<file path="src/rtl/trace_reorder_queue.sv">
// trace_reorder_queue: fixed-offset reorder queue for trace events.
// Producers drop completion events into slots measured from the head.
// The array shifts one slot toward the head whenever the head is empty or
// consumed, so events leave in issue order regardless of pipeline length.
// Slot numbers on the insert/invalidate ports always name positions as they
// stand after the current edge's shift.
module trace_reorder_queue #(
    parameter int DEPTH       = 7,
    parameter int NUM_PORTS   = 3,
    parameter int ENTRY_WIDTH = 64,
    parameter int SLOT_W      = $clog2(DEPTH)
) (
    input  logic                             clk,
    input  logic                             reset_n,
    input  logic [NUM_PORTS-1:0]             insert_en,
    input  logic [NUM_PORTS*SLOT_W-1:0]      insert_slot,
    input  logic [NUM_PORTS*ENTRY_WIDTH-1:0] insert_data,
    input  logic                             invalidate_en,
    input  logic [SLOT_W-1:0]                invalidate_slot,
    output logic                             out_valid,
    output logic [ENTRY_WIDTH-1:0]           out_data,
    input  logic                             out_ready,
    output logic                             stall,
    output logic                             collision_err,
    output logic [15:0]                      collision_count,
    output logic [31:0]                      event_count
);

    // Wide enough to hold 0..NUM_PORTS collisions in one cycle.
    localparam int CNT_W = $clog2(NUM_PORTS + 1);

    logic [DEPTH-1:0]       r_valid;
    logic [ENTRY_WIDTH-1:0] r_data [DEPTH];
    logic                   r_coll_err;
    logic [15:0]            r_coll_count;
    logic [31:0]            r_event_count;

    logic                   w_advance;
    logic                   w_accept;
    logic [DEPTH-1:0]       w_valid_n;
    logic [ENTRY_WIDTH-1:0] w_data_n [DEPTH];
    logic [CNT_W-1:0]       w_coll_cnt;
    logic                   w_slot_hit;
    logic [16:0]            w_coll_sum;
    logic [15:0]            w_coll_count_n;

    assign w_advance = !r_valid[0] || out_ready;
    assign w_accept  = r_valid[0] && out_ready;

    // Next slot array: shift, then inserts in port order, then invalidate.
    always_comb begin
        w_valid_n  = r_valid;
        w_data_n   = r_data;
        w_coll_cnt = {CNT_W{1'b0}};
        w_slot_hit = 1'b0;

        if (w_advance) begin
            for (int i = 0; i < DEPTH - 1; i++) begin
                w_valid_n[i] = r_valid[i+1];
                w_data_n[i]  = r_data[i+1];
            end
            w_valid_n[DEPTH-1] = 1'b0;
            w_data_n[DEPTH-1]  = {ENTRY_WIDTH{1'b0}};
        end else begin
            w_valid_n = r_valid;
            w_data_n  = r_data;
        end

        // A slot already valid (shifted in, or claimed by a lower port)
        // keeps its occupant; a slot index past the end matches nothing.
        for (int p = 0; p < NUM_PORTS; p++) begin
            if (insert_en[p]) begin
                w_slot_hit = 1'b0;
                for (int s = 0; s < DEPTH; s++) begin
                    if (insert_slot[p*SLOT_W +: SLOT_W] == SLOT_W'(s)) begin
                        w_slot_hit = 1'b1;
                        if (w_valid_n[s]) begin
                            w_coll_cnt = w_coll_cnt + CNT_W'(1);
                        end else begin
                            w_valid_n[s] = 1'b1;
                            w_data_n[s]  = insert_data[p*ENTRY_WIDTH +: ENTRY_WIDTH];
                        end
                    end else begin
                        w_slot_hit = w_slot_hit;
                    end
                end
                if (!w_slot_hit) begin
                    w_coll_cnt = w_coll_cnt + CNT_W'(1);
                end else begin
                    w_coll_cnt = w_coll_cnt;
                end
            end else begin
                w_coll_cnt = w_coll_cnt;
            end
        end

        // Invalidate runs last so it also kills a same-cycle insert.
        for (int s = 0; s < DEPTH; s++) begin
            if (invalidate_en && (invalidate_slot == SLOT_W'(s))) begin
                w_valid_n[s] = 1'b0;
            end else begin
                w_valid_n[s] = w_valid_n[s];
            end
        end
    end

    // Saturating collision accumulate; a 17-bit sum exposes the overflow.
    always_comb begin
        w_coll_sum = {1'b0, r_coll_count} + 17'(w_coll_cnt);
        if (w_coll_sum[16]) begin
            w_coll_count_n = 16'hFFFF;
        end else begin
            w_coll_count_n = w_coll_sum[15:0];
        end
    end

    // Slot array register; reset empties every slot and zeroes payloads.
    always_ff @(posedge clk or negedge reset_n) begin
        if (!reset_n) begin
            r_valid <= {DEPTH{1'b0}};
            for (int i = 0; i < DEPTH; i++) begin
                r_data[i] <= {ENTRY_WIDTH{1'b0}};
            end
        end else begin
            r_valid <= w_valid_n;
            for (int i = 0; i < DEPTH; i++) begin
                r_data[i] <= w_data_n[i];
            end
        end
    end

    // Sticky collision flag, saturating collision count, wrapping event count.
    always_ff @(posedge clk or negedge reset_n) begin
        if (!reset_n) begin
            r_coll_err    <= 1'b0;
            r_coll_count  <= 16'h0000;
            r_event_count <= 32'h0000_0000;
        end else begin
            if (w_coll_cnt != {CNT_W{1'b0}}) begin
                r_coll_err <= 1'b1;
            end else begin
                r_coll_err <= r_coll_err;
            end
            r_coll_count <= w_coll_count_n;
            if (w_accept) begin
                r_event_count <= r_event_count + 32'd1;
            end else begin
                r_event_count <= r_event_count;
            end
        end
    end

    assign out_valid       = r_valid[0];
    assign out_data        = r_data[0];
    assign stall           = r_valid[0] && !out_ready;
    assign collision_err   = r_coll_err;
    assign collision_count = r_coll_count;
    assign event_count     = r_event_count;

endmodule

</file>
<file path="config.mk">
export PLATFORM = sky130hd
export DESIGN_NAME = trace_reorder_queue
export DESIGN_NICKNAME = d
export VERILOG_FILES = /design/src/rtl/trace_reorder_queue.sv
export SDC_FILE = /design/constraint.sdc
export NUM_CORES = 2
export LEC_CHECK = 0
export ABC_CLOCK_PERIOD_IN_PS = 4600
export BUFFER_PORTS_ARGS = -buffer_cell sky130_fd_sc_hd__buf_2
export CAP_MARGIN = 10
export CORE_MARGIN = 4
export CORE_UTILIZATION = 25
export DETAILED_ROUTE_END_ITERATION = 10
export PLACE_DENSITY_LB_ADDON = 0.12
export SLEW_MARGIN = 10
export SYNTH_ARGS = -nofsm -noshare
export SYNTH_HDL_FRONTEND = slang
export SYNTH_SLANG_ARGS = --single-unit
</file>
<file path="constraint.sdc">
create_clock -name clk -period 4.6 [get_ports clk]
set_input_delay 0 -clock clk [delete_from_list [all_inputs] [get_ports clk]]
set_output_delay 0 -clock clk [all_outputs]
set_load 0.02 [all_outputs]
</file>
# Word level (Yosys, flattened, before mapping)

Index checks and enable logic that the tools add are counted.

Register bits after elaboration: 504
Latch bits: 0
Bits in writable memories: 0
ROM bits: 0
Input bits: 211
Output and inout bits: 115
Logic and storage cells: 249
Memories: 0

$add $sub $neg: 25
$mul: 0
Div/mod/pow operators: 0
Magnitude comparators: 0
Equality and inequality tests: 24
Shift operators: 0
Multiplexer cells: 172
Bitwise logic cells: 0
Reductions and logical operators: 17

Operators by type and width:

| cell                    | count |
|---|---|
| $mux W64                | 42 |
| $mux W448               | 4 |
| $mux W2                 | 67 |
| $mux W1                 | 54 |
| $add A2 B1 Y2 const B   | 23 |
| $eq A3 B3 Y1 const B    | 12 |
| $add A32 B1 Y32 const B | 1 |
| $mux W7                 | 4 |
| $eq A3 B2 Y1 const B    | 8 |
| $add A16 B2 Y17         | 1 |
| $mux W16                | 1 |
| $eq A3 B1 Y1 const B    | 4 |
| $logic_not A3 Y1        | 4 |
| $logic_and A1 B1 Y1     | 9 |
| $logic_not A1 Y1        | 2 |
| $reduce_bool A2 Y1      | 1 |
| $logic_or A1 B1 Y1      | 1 |

# Depth between registers and ports, before layout

Depth in word-level cells: 97
Mapped depth: 23
Gate-level depth less buffers: 19

# Least setup slack after synthesis

Ideal clock, no wire load.

Path kind: reg2reg
Start point: register r_valid[0]
End point: register r_coll_count[11], in the netlist collision_count[11]
Setup time: 0.141 ns
Arrival time: 4.899 ns
Data required time: 4.459 ns
Path slack: -0.440 ns
Cell stages (with the launch flop): 24
Path buffers: 6
Period minus slack after synthesis: 5.040 ns
Path through: dfrtp_1 > buf_2 > nand2b_1 > buf_4 > buf_6 > clkbuf_1 > clkbuf_1 > a2111oi_0 > ha_1 > nor2b_1 > a311oi_2 > nor2_1 > o32a_1 > a211oi_2 > o211ai_2 > nor2b_1 > ha_1 > fa_1 > and3_1 > and3_1 > nand3_1 > or3_1 > clkbuf_1 > o21ai_0

Longest elaborated chain between the ends: 97
Elaborated cells between the ends (all ways): 113
Those cells by class: add/sub (24); mux (87); reduce/logical (2)

Ends and longest elaborated chain:

| item                         | RTL line | RTL |
|---|---|---|
| start: declaration           | 32       | `logic [DEPTH-1:0] r_valid;` |
| start signal: assignment     | 120      | `r_valid <= {DEPTH{1'b0}};` |
| start signal: assignment     | 125      | `r_valid <= w_valid_n;` |
| $logic_not A1 Y1             | 47       | `assign w_advance = !r_valid[0] \|\| out_ready;` |
| $logic_or A1 B1 Y1           | 47       |  |
| $mux W7 (*)                  | 57       | `if (w_advance) begin` |
| $mux W1                      | 77       | `if (w_valid_n[s]) begin` |
| $mux W1                      | 75       | `if (insert_slot[p*SLOT_W +: SLOT_W] == SLOT_W'(s)) begin` |
| $mux W2                      | 72       | `if (insert_en[p]) begin` |
| $add A2 B1 Y2                | 78       | `w_coll_cnt = w_coll_cnt + CNT_W'(1);` |
| $mux W2                      | 77       |  |
| (+82 left out)               | n/a      |  |
| $mux W2                      | 75       |  |
| $mux W2                      | 72       |  |
| $add A2 B1 Y2                | 88       | `w_coll_cnt = w_coll_cnt + CNT_W'(1);` |
| $mux W2                      | 87       | `if (!w_slot_hit) begin` |
| $mux W2 (*)                  | 72       |  |
| $add A16 B2 Y17 (*)          | 109      | `w_coll_sum = {1'b0, r_coll_count} + 17'(w_coll_cnt);` |
| $mux W16 (*)                 | 110      | `if (w_coll_sum[16]) begin` |
| named net w_coll_count_n[11] | 45       | `logic [15:0] w_coll_count_n;` |
| end signal: assignment       | 144      | `r_coll_count <= w_coll_count_n;` |
| end: declaration             | 35       | `logic [15:0] r_coll_count;` |

The timed path passes the listed nets; every way through them passes the cells marked *. The select of a mux whose other input is x is not followed.
A chain may end at the register's enable or synchronous reset.

# Worst setup path in the final report

Start point: register r_valid[0]
End point: register r_coll_count[15], in the netlist collision_count[15]

Same word-level chain as after synthesis.

==> results.yml <==
global_routing:
  grt_pass1_vias: 31190
  groute.usage.overall_pct: 18.09
  antenna_found_initial: 0
  grt_pass1_wl_um: 194800
  gr-total-overflow: 0
  grt_max_degree: 159
die:
  fp.dieArea_um2: 134200
  rows: 131
  start_util_pct: 25.17
  die_x_um: 366.3
  io_pins: 326
  core-area_um2: 127500
  die_h_um: 366.3
status:
  outcome: "completed"
clock_tree:
  cts.sink_count: 504
  clk_latency_ns: 0.64
  clock_tree.root_cell: "clkbuf_16"
  clk_pin_slew_ns: 0.05
  cts_max_level: 3
  cts-buffers-inserted: 73
  tritoncts: "built"
  clk_path_buf_depth: 3
power_and_ir_drop:
  power_frac_seq_pct: 34.8
  leakagePower_nw: 17.24
  ir_drop_mv: 0.2652
  p_int_w: 0.01255
  power_w: 0.01943
  clockPowerShare_pct: 29.3
  swShare_pct: 35.44
  comb_power_share_pct: 35.9
  powerDensity_nw_per_um2: 477.5
  p_sw_w: 0.006886
yosys:
  synth_compound_area_share_pct: 26.71
  synth-xor-area-share_pct: 1.064
  ys_ff_latch: 504
  yosys_warnings: 0
  synthSimpleGateAreaFrac_pct: 20.24
  yosysTopAreaCell: "dfrtp_1"
  synthAdderAreaFrac_pct: 0.2183
  syn_inst: 4241
  syn_area_um2: 32090
  synth_nets: 4457
  syn_avg_cell_area_um2: 7.567
  synth_cell_types: 63
  synth-edff-count: 0
  async_flop_share_pct: 100.0
  muxShareOfSynthArea_pct: 6.187
  synth_area_leaders: "dfrtp_1 39%, nand2_1 12%, a21oi_1 10%"
  yosysSeqAreaShare_pct: 39.30
  synth_flop_cell: "dfrtp_1"
  synth_top_family_by_area: "compound AO/OA/AOI/OAI gates"
  yosysTopAreaCellShare_pct: 39.30
cells_and_area:
  final-seq-area_um2: 12610
  layout_commonest_cell: "nand2_1"
  nets: 4823
  final_cell_mix: "990 x nand2_1, 647 x a21oi_1, 503 x dfrtp_1"
  multi_input_area_um2: 17670
  area.growth.synth_to_final_pct: 26.80
  final.fill_count: 13630
  drive_gt1_share_pct: 11.63
  stdcell_area_um2: 40700
  antennaDiodeCount: 0
drt:
  met2RoutedLength_um: 56860
  viasPerCell: 5.001
  route.detailed.drc: 0
  vias: 31620
  met3_length_um: 4990
  routed_wirelength_um: 123900
  drt_iter0_drc: 2209
  avgRoutedWirePerCell_um: 19.59
  dr.pass1.iters: 8
  routed.top_layer: "met4"
  drtAntennaViolNets: 0
  met1_length_um: 59860
worst_hold_path:
  holdCritStartpoint: "insert_slot[3]"
  hold_depth: 4
  hold_class: "input port to flip-flop"
sta:
  period_share_pct: 94.23
  rsz0062_at_grt: "false"
  drv_slew: 0
  clock.fmax_mhz: 230.7
  fin_skew_ns: 0.02294
  final.min_clock_period_ns: 4.335
  finalHoldViolCount: 0
  setup_ws_ns: 0.2654
  setup_tns_ns: 0
  final-setup-viol-count: 0
  tightest_slew_ns: 1.163
  whs_ns: 0.2177
  slew_headroom_pct: 22.48
worst_setup_path:
  cp.depth: 19
  worstReg2RegStart: "r_valid[0]"
  cp_max_fo: 9
  crit_type: "flip-flop to flip-flop"
  crit_family: "compound AO/OA/AOI/OAI gates"
  slowest_delay_ns: 0.42
  crit_chain: "nand2b_4 -> mux2i_2 -> inv_1 -> ha_1 -> nor2b_1 -> a311oi_2 -> nor2_1 -> o32a_1 -> o211a_1 -> o211ai_4 -> xnor2_2 -> ha_1 -> a21oi_1 -> nor2_1 -> and2_1 -> and3_1 -> nor2b_2 -> nand3_1 -> mux2_2"
  crit_path_end_kind: "flip-flop"
  r2r_cells: 19
  crit_buf_inv: 1
  arrival_ns: 4.84
  required_ns: 5.11
  cp-startpoint: "r_valid[0]"
  reg2reg_slack_ns: 0.27
  crit_path_start_kind: "flip-flop"
  critPathSlowestCell: "dfrtp_2"
placement:
  routabilityCongestion: 0.7374
  hpwl_um: 70930
  dpl_cell_area_um2: 34800
  pre_cts_ws_ns: 0.2201
  io_buffers: 325
job:
  max-cap-violations: 0
-- layer usage --
metal	vias up	global-route usage [%]
met5	-	0
met4	0	3.863
met3	124	2.211
met2	723	29.84
met1	15310	25.37
li1	15470	-
-- registers in the layout (all words and copies together), names as in the netlist --
register / count
event_count: 32
r_data: 384
out_data: 64
collision_count: 16
r_valid: 7
collision_err: 1
-- synth_stat cells, types with 5 or more instances --
cell type / instances
a211oi_1: 64
a21oi_1: 647
and3_1: 15
buf_1: 38
buf_2: 52
buf_4: 65
clkbuf_1: 284
dfrtp_1: 504
inv_1: 11
mux2i_1: 195
nand2_1: 992
nand2b_1: 5
nand3_1: 217
nand4_1: 10
nor2_1: 283
nor2b_1: 16
nor3_1: 10
o211ai_1: 197
o21a_1: 192
o21ai_0: 178
o21ai_1: 149
xnor2_1: 31
xor2_1: 8
-- power groups by stage --
stage,clock (W),sequential (W),combinational [W]
final,0.00569,0.00677,0.00697
after global routing,0.00607,0.00696,0.00787
after CTS,0.00593,0.00677,0.00701
after detailed placement,0,0.00684,0.00655
after global placement,0,0.00686,0.00653
after floorplan,0,0.00666,0.00524
-- final timing paths --
kind	endpoint
min	r_valid[4]
max reg2reg	collision_count[15]
max in group asynchronous	out_data[37]
min reg2reg	event_count[31]
min in group asynchronous	collision_count[15]
max	collision_count[15]
-- layout make-up --
class                   count  share of cell area [%]
clock inverters            21                  0.4243
flip-flops and latches    504                   30.99
inverters                  13                  0.1384
repair buffers            731                   14.52
clock buffers             108                   5.390
multi-input cells        3284                   43.42
well taps                1662                   5.110
-- what timing repair did --
action | 4_1_cts | 5_1_grt
hold endpoints to repair | 702 | 0
endpoints found under the setup margin | 0 | 1
buffers inserted | 0 | 4
hold buffers | 346 | 0
gates resized for setup | 0 | 5
-- kinds of logic (layout without fill, tap and decap cells) --
family / count (synthesis) / count (layout)
buf+inv: 453 / 873
flops: 504 / 504
xor+xnor: 39 / 39
mux: 198 / 198
compound gates: 1458 / 1458
simple gates: 1584 / 1584
fa+ha+maj: 5 / 5
-- stage by stage --
| stage | util, % | instances |
|---|---|---|
| after floorplan | - | 4241 |
| after global placement | 27.29 | 5844 |
| after detailed placement | 27.29 | 5844 |
| after CTS | 31.87 | 6319 |
| after global routing | 31.91 | 6323 |
| final | 31.91 | 6323 |
-- tightest hold or removal path: stages --
cell and delay, ns:
buf_2 0.18, nor2b_1 0.17, a21oi_1 0.17, a22oi_1 0.26
Power figures use the tool's default switching activity.
